**config.mk**
```make
export PLATFORM = sky130hd
export DESIGN_NAME = control_command_decoder
export DESIGN_NICKNAME = d
export VERILOG_FILES = /design/src/rtl/control_command_decoder.sv
export SDC_FILE = /design/constraint.sdc
export NUM_CORES = 1
export LEC_CHECK = 0
export ABC_AREA = 1
export CAP_MARGIN = 20
export CORE_MARGIN = 2
export CORE_UTILIZATION = 63
export DETAILED_ROUTE_END_ITERATION = 7
export PLACE_DENSITY = 0.84
export SLEW_MARGIN = 10
export SYNTH_ARGS = -nofsm -noshare
export SYNTH_HDL_FRONTEND = slang
export SYNTH_SLANG_ARGS = --single-unit
export TNS_END_PERCENT = 5
```
**constraint.sdc**
```tcl
create_clock -name clk -period 2.28 [get_ports clk]
set_input_delay 0.456 -clock clk [delete_from_list [all_inputs] [get_ports clk]]
set_output_delay 0.456 -clock clk [all_outputs]
set_load 0.01 [all_outputs]
```
**src/rtl/control_command_decoder.sv**
```systemverilog
`default_nettype none
// ============================================================================
// Module   : control_command_decoder
// Purpose  : Decodes four-byte command frames (HEADER, CMD, DATA, CHECK) from
//            a byte stream. A frame with CHECK == CMD ^ DATA and
//            CMD == CMD_TOGGLE produces a one-cycle write pulse carrying
//            DATA[0]. Any other completed frame, or a stall between bytes
//            longer than the timeout, produces a one-cycle frame_error pulse.
// Ports    : clk            - system clock, rising edge
//            reset_n        - asynchronous active-low reset
//            rx_data[7:0]   - received byte, qualified by rx_valid
//            rx_valid       - one-cycle strobe per received byte
//            write          - one-cycle control-register write pulse
//            write_register - value written, held until the next write
//            frame_error    - one-cycle pulse on a rejected or timed-out frame
//            busy           - high while a frame is being collected
// Revision : 1.0 - initial release
// ============================================================================
module control_command_decoder #(
  parameter logic [7:0]  HEADER         = 8'hA5,
  parameter logic [7:0]  CMD_TOGGLE     = 8'h01,
  parameter int unsigned TIMEOUT_CYCLES = 100000
) (
  input  logic       clk,
  input  logic       reset_n,
  input  logic [7:0] rx_data,
  input  logic       rx_valid,
  output logic       write,
  output logic       write_register,
  output logic       frame_error,
  output logic       busy
);

  // The timer only ever needs to reach TIMEOUT_CYCLES-1, so $clog2 bits
  // hold every value it takes without wrapping.
  localparam int unsigned    TIMER_W    = $clog2(TIMEOUT_CYCLES);
  localparam logic [TIMER_W-1:0] TIMER_LAST = TIMER_W'(TIMEOUT_CYCLES - 1);

  typedef enum logic [1:0] {
    IDLE      = 2'd0,
    GET_CMD   = 2'd1,
    GET_DATA  = 2'd2,
    GET_CHECK = 2'd3
  } state_t;

  state_t             state;
  logic [TIMER_W-1:0] timer;
  logic [7:0]         cmd_byte;
  logic [7:0]         data_byte;

  logic expired;
  logic frame_ok;

  // A byte arriving on the expiry cycle wins over the timeout.
  assign expired  = (state != IDLE) && !rx_valid && (timer == TIMER_LAST);

  // Evaluated against the byte currently on rx_data, i.e. the CHECK byte
  // when the FSM is in GET_CHECK.
  assign frame_ok = ((cmd_byte ^ data_byte) == rx_data) &&
                    (cmd_byte == CMD_TOGGLE);

  always_ff @(posedge clk or negedge reset_n) begin
    if (!reset_n) begin
      state          <= IDLE;
      timer          <= '0;
      cmd_byte       <= 8'h00;
      data_byte      <= 8'h00;
      write          <= 1'b0;
      write_register <= 1'b0;
      frame_error    <= 1'b0;
      busy           <= 1'b0;
    end else begin
      // Pulses default low; only the cases below raise them for one cycle.
      write       <= 1'b0;
      frame_error <= 1'b0;

      // Inter-byte timer: cleared by every byte, counts while mid-frame,
      // and returns to zero whenever the FSM goes (or stays) idle.
      if (rx_valid || expired || state == IDLE) begin
        timer <= '0;
      end else begin
        timer <= timer + 1'b1;
      end

      case (state)
        IDLE: begin
          // Non-header bytes are dropped without any indication.
          if (rx_valid && rx_data == HEADER) begin
            state <= GET_CMD;
            busy  <= 1'b1;
          end
        end

        GET_CMD: begin
          // The command is accepted unconditionally here; it is judged
          // together with the checksum once the whole frame is in.
          if (rx_valid) begin
            cmd_byte <= rx_data;
            state    <= GET_DATA;
          end else if (expired) begin
            state       <= IDLE;
            busy        <= 1'b0;
            frame_error <= 1'b1;
          end
        end

        GET_DATA: begin
          if (rx_valid) begin
            data_byte <= rx_data;
            state     <= GET_CHECK;
          end else if (expired) begin
            state       <= IDLE;
            busy        <= 1'b0;
            frame_error <= 1'b1;
          end
        end

        GET_CHECK: begin
          if (rx_valid) begin
            state <= IDLE;
            busy  <= 1'b0;
            if (frame_ok) begin
              write          <= 1'b1;
              write_register <= data_byte[0];
            end else begin
              frame_error <= 1'b1;
            end
          end else if (expired) begin
            state       <= IDLE;
            busy        <= 1'b0;
            frame_error <= 1'b1;
          end
        end

        default: begin
          state <= IDLE;
          busy  <= 1'b0;
        end
      endcase
    end
  end

  // The two pulses come from mutually exclusive branches above.
  a_pulse_exclusive: assert property (
    @(posedge clk) disable iff (!reset_n) !(write && frame_error));

  // busy is a registered copy of "not IDLE".
  a_busy_tracks_state: assert property (
    @(posedge clk) disable iff (!reset_n) busy == (state != IDLE));

  // The timer is cleared before it could pass its terminal value.
  a_timer_bounded: assert property (
    @(posedge clk) disable iff (!reset_n) timer <= TIMER_LAST);

endmodule
`default_nettype wire

```
==> Yosys cells after proc, flatten, opt, wreduce, memory -nomap -nowiden <==
Index checks and enable logic that the tools add are counted.
W data, S select, Z words.
{ "word_totals": {"reg_bits": 39, "input_bits": 11} }
{ "op_classes": {"add_sub_neg": 1, "eq_ne": 9, "mux": 20, "n_bitwise": 1, "n_reduce_logical": 14} }
{ "op_table": {"columns": ["op", "n"], "rows": [
  ["$add A17 B1 Y17 const B", 1],
  ["$eq A17 B17 Y1 const B", 1],
  ["$mux W17", 1],
  ["$mux W1", 11],
  ["$mux W2", 5],
  ["$eq A8 B1 Y1 const B", 1],
  ["$eq A8 B8 Y1", 1],
  ["$eq A8 B8 Y1 const B", 1],
  ["$pmux W2 S4", 1],
  ["$xor A8 B8 Y8", 1],
  ["$reduce_and A2 Y1", 3],
  ["$eq A2 B2 Y1 const B", 2],
  ["$logic_and A1 B1 Y1", 4],
  ["$pmux W1 S3", 1],
  ["$reduce_and A3 Y1", 1],
  ["$eq A2 B1 Y1 const B", 1],
  ["$logic_not A2 Y1", 1],
  ["$logic_or A1 B1 Y1", 2],
  ["$ne A2 B1 Y1 const B", 1],
  ["$ne A2 B2 Y1 const B", 1],
  ["$pmux W1 S2", 1],
  ["$reduce_bool A2 Y1", 1],
  ["$reduce_or A2 Y1", 1],
  ["$logic_not A1 Y1", 1]
]} }

==> Longest topological paths before layout <==
{ "depth": {"depth_word": 6, "ltp_mapped": 11, "depth_no_buf": 11} }

==> Worst setup path after synthesis <==
OpenSTA, ideal clock, no wires.
{ "synth_path": {"path_type": "register to register", "from": "reg timer[0]", "to": "reg timer[14]", "setup_ns": 0.119, "arrival_time_ns": 1.333, "setup_slack_ns": 0.829, "path_stages_with_launch": 10, "n_path_buf": 1, "synth_period_minus_slack_ns": 1.451, "cell_sequence": "dfrtp_1 ha_1 nand2_2 nor2_4 nand2_1 nor2_2 nand2_2 nand2_4 buf_6 nor2_1"} }
{ "synth_via": {"elab_chain_cells": 5, "word_cells_on_any_way": 6, "classes_between": "1 x add/sub; 1 x eq/ne; 1 x mux; 3 x reduce/logical"} }
{ "synth_lines": {"columns": ["item", "line_no", "text"], "rows": [
  ["start, declared", "47", "logic [TIMER_W-1:0] timer;"],
  ["start signal, assigned", "82", "timer <= timer + 1'b1;"],
  ["parallel branches: the longest is 4 deep, another holds $add A17 B1 Y17", null, null],
  ["$mux W17 *", "79", "if (rx_valid || expired || state == IDLE) begin"]
]} }
Mark *: on every way between the ends.
A chain may end at the register's enable or synchronous reset.

==> Final worst setup path <==
{ "layout_path": {"from": "reg busy", "to": "out busy"} }
{ "layout_lines": {"columns": ["item", "line_no", "text"], "rows": [
  ["start, declared", "31", "output logic busy"],
  ["start signal, assigned", "71", "busy <= 1'b0;"],
  ["start signal, assigned", "90", "busy <= 1'b1;"],
  ["start signal, assigned", "102", "busy <= 1'b0;"]
]} }
No word-level cell between the ends.

==> impl_metrics.env <==
export IMPL_syn_avg_cell_area_um2=7.499
export IMPL_ys_seq_area_share_pct=43.82
export IMPL_grt_usage_pct=25.63
export IMPL_whs_ns=0.2094
export IMPL_cp_startpoint="busy"
export IMPL_seqCellArea_um2=975.9
export IMPL_timing_rr_start="state[1]"
export IMPL_ys_warn_count=0
export IMPL_worst_path_max_delay_cell="clkdlybuf4s50_1"
export IMPL_area_growth_pct=9.944
export IMPL_finalHoldViolCount=0
export IMPL_p_leak_uw=0.001226
export IMPL_rsz0062_at_grt="no"
export IMPL_post_cts_setup_buffer_count=0
export IMPL_antenna_found_initial=0
export IMPL_finalPower_uw=2105
export IMPL_hold_class="primary input to asynchronous set/reset pin"
export IMPL_syn_nets=313
export IMPL_drive_above_1_share_pct=7.619
export IMPL_dp_hpwl_um=3202
export IMPL_tritoncts="done"
export IMPL_startpoint_type="flip-flop"
export IMPL_drt_iter0_drc=114
export IMPL_htree_num_levels=2
export IMPL_place_port_buffers=14
export IMPL_die_w_um=63.46
export IMPL_syn_cell_area_um2=2227
export IMPL_drt_total_wl_um=4223
export IMPL_grt_pass1_vias=1935
export IMPL_clock_skew_ns=0.008729
export IMPL_slew_violations=0
export IMPL_cts_path_max_buffers=2
export IMPL_ys_types=31
export IMPL_fin_util_pct=72.81
export IMPL_timing_fmax_mhz=571.4
export IMPL_arrival_ns=1.29
export IMPL_placed_cell_area_um2=2396
export IMPL_synthCells=297
export IMPL_remaining_drc_errors=0
export IMPL_cts_resized=0
export IMPL_ir_worst_vdd_mv=0.5920
export IMPL_fin_nets=330
export IMPL_rows=21
export IMPL_power_density_nw_per_um2=859.8
export IMPL_viasPerCell=5.216
export IMPL_start_util_pct=66.22
export IMPL_cts_buffers=5
export IMPL_ios=15
export IMPL_vias=1883
export IMPL_cts_root_buffer_cell="clkbuf_4"
export IMPL_critPathKind="flip-flop to output pin"
export IMPL_relSlewSlack_pct=42.65
export IMPL_dr_pass1_iters=4
export IMPL_required_ns=1.82
export IMPL_drtAntennaViolNets=0
export IMPL_totalNegativeSetupSlack_ns=0
export IMPL_clk_latency_ns=0.35
export IMPL_multi_input_area_um2=1062
export IMPL_antenna_cells=0
export IMPL_clk_pin_slew_ns=0.12
export IMPL_drt_wirelength_per_cell_um=11.70
export IMPL_crit_chain="clkdlybuf4s50_1"
export IMPL_worstSetupEndpointType="output pin"
export IMPL_cts_sinks=39
export IMPL_gp_congestion=0.9213
export IMPL_finalSetupViolations=0
export IMPL_critPathMaxStageDelay_ns=0.55
export IMPL_status="completed"
export IMPL_core_area_um2=3363
export IMPL_overflow=0
export IMPL_cp_top_family="buffers and inverters"
export IMPL_worst_pin_slew_ns=0.8603
export IMPL_fin_crit_sh_pct=76.76
export IMPL_ys_ff_latch=39
export IMPL_cap_violations=0
export IMPL_fill_cells=294
export IMPL_die_h_um=63.46
export IMPL_min_period_ns=1.750
export IMPL_grt_first_pass_wirelength_um=8121
export IMPL_final_area_um2=2449
export IMPL_dieArea_um2=4027
export IMPL_ctsHoldBuffers=0
export IMPL_grt_max_degree=40
export IMPL_crit_fanout=3
export IMPL_worst_path_buf_inv=1
[kinds of logic after synthesis]
kind of cell    count (synthesis)  share of synthesized area, %
compound gates                 30                         7.247
xor+xnor                        8                         3.146
flops                          39                         43.82
simple gates                  167                         34.49
fa+ha+maj                       5                         2.809
buf+inv                        48                         8.483
[routing by layer]
metal  part of all wire (%)  GRT usage [%]
met1                     46          32.06
met5                      0              0
met3                    3.7          4.286
met2                     49          43.55
met4                    1.4          11.41
[Yosys cell counts]
cell type | instances | share of area [%]
nand2_1 | 90 | 15
inv_1 | 43 | 7.2
dfrtp_1 | 39 | 44
nor2_1 | 35 | 5.9
o21ai_0 | 19 | 4.3
nand3_1 | 16 | 3.6
nand4_1 | 6 | 1.7
a21oi_1 | 5 | 1.1
ha_1 | 5 | 2.8
xnor2_1 | 5 | 2.0
nand3_2 | 3 | 1.3
o211ai_1 | 3 | 1.0
xor2_1 | 3 | 1.2
clkbuf_1 | 2 | 0.34
nand2_2 | 2 | 0.56
nand2_4 | 2 | 1.0
nor2_4 | 2 | 1.0
nor3b_1 | 2 | 0.67
nor4_1 | 2 | 0.56
o21ai_1 | 2 | 0.45
a21oi_2 | 1 | 0.39
buf_2 | 1 | 0.22
buf_6 | 1 | 0.51
inv_2 | 1 | 0.17
nor2_2 | 1 | 0.28
nor2_8 | 1 | 0.90
nor3_1 | 1 | 0.22
nor3_2 | 1 | 0.45
nor3b_2 | 1 | 0.56
or2_0 | 1 | 0.28
or2_1 | 1 | 0.28
[cells in the final DEF, fill, tap and decap left out, drive strengths merged]
cell / instances
o211ai: 3
buf: 1
nand3: 19
nor2: 39
nor3b: 3
a21oi: 6
nand2: 94
xor2: 3
dfrtp: 39
nor4: 2
clkinv: 3
nor3: 2
clkdlybuf4s50: 13
nand4: 6
clkbuf: 5
xnor2: 5
or2: 2
o21ai: 21
ha: 5
inv: 44
[through the flow]
step | instances | setup slack, ns
4_1_cts | 361 | 0.5236
3_5_place_dp | 353 | 0.3181
6_report | 361 | 0.5298
3_3_place_gp | 353 | 0.3764
2_1_floorplan | 297 | 0.8287
5_1_grt | 361 | 0.4918
[final timing paths]
path | endpoint | cells past startpoint | slack (ns)
max in group asynchronous | cmd_byte[0] | 1 | 1.53
min reg2reg | timer[0] | 1 | 0.49
max reg2reg | state[1] | 6 | 0.62
min in group clk | timer[0] | 1 | 0.49
min | data_byte[5] | 1 | 0.21
max | busy | 1 | 0.53
[power by group]
part           total (uW)  internal (uW)  switching (uW)
clock                 344            115             229
combinational         754            289             465
sequential           1010            855             152
[registers in the layout (all words and copies together), names as in the netlist]
signal,flops
state,2
write,1
cmd_byte,8
busy,1
frame_error,1
data_byte,8
write_register,1
timer,17
[final cells by class]
type                    instances  share of cell area, %
multi-input cells             210                  43.38
clock inverters                 3                 0.6132
well taps                      46                  2.351
inverters                      44                  6.745
repair buffers                 14                  5.519
flip-flops and latches         39                  39.86
clock buffers                   5                  1.533
No activity file was read; power rests on OpenSTA's default activity.
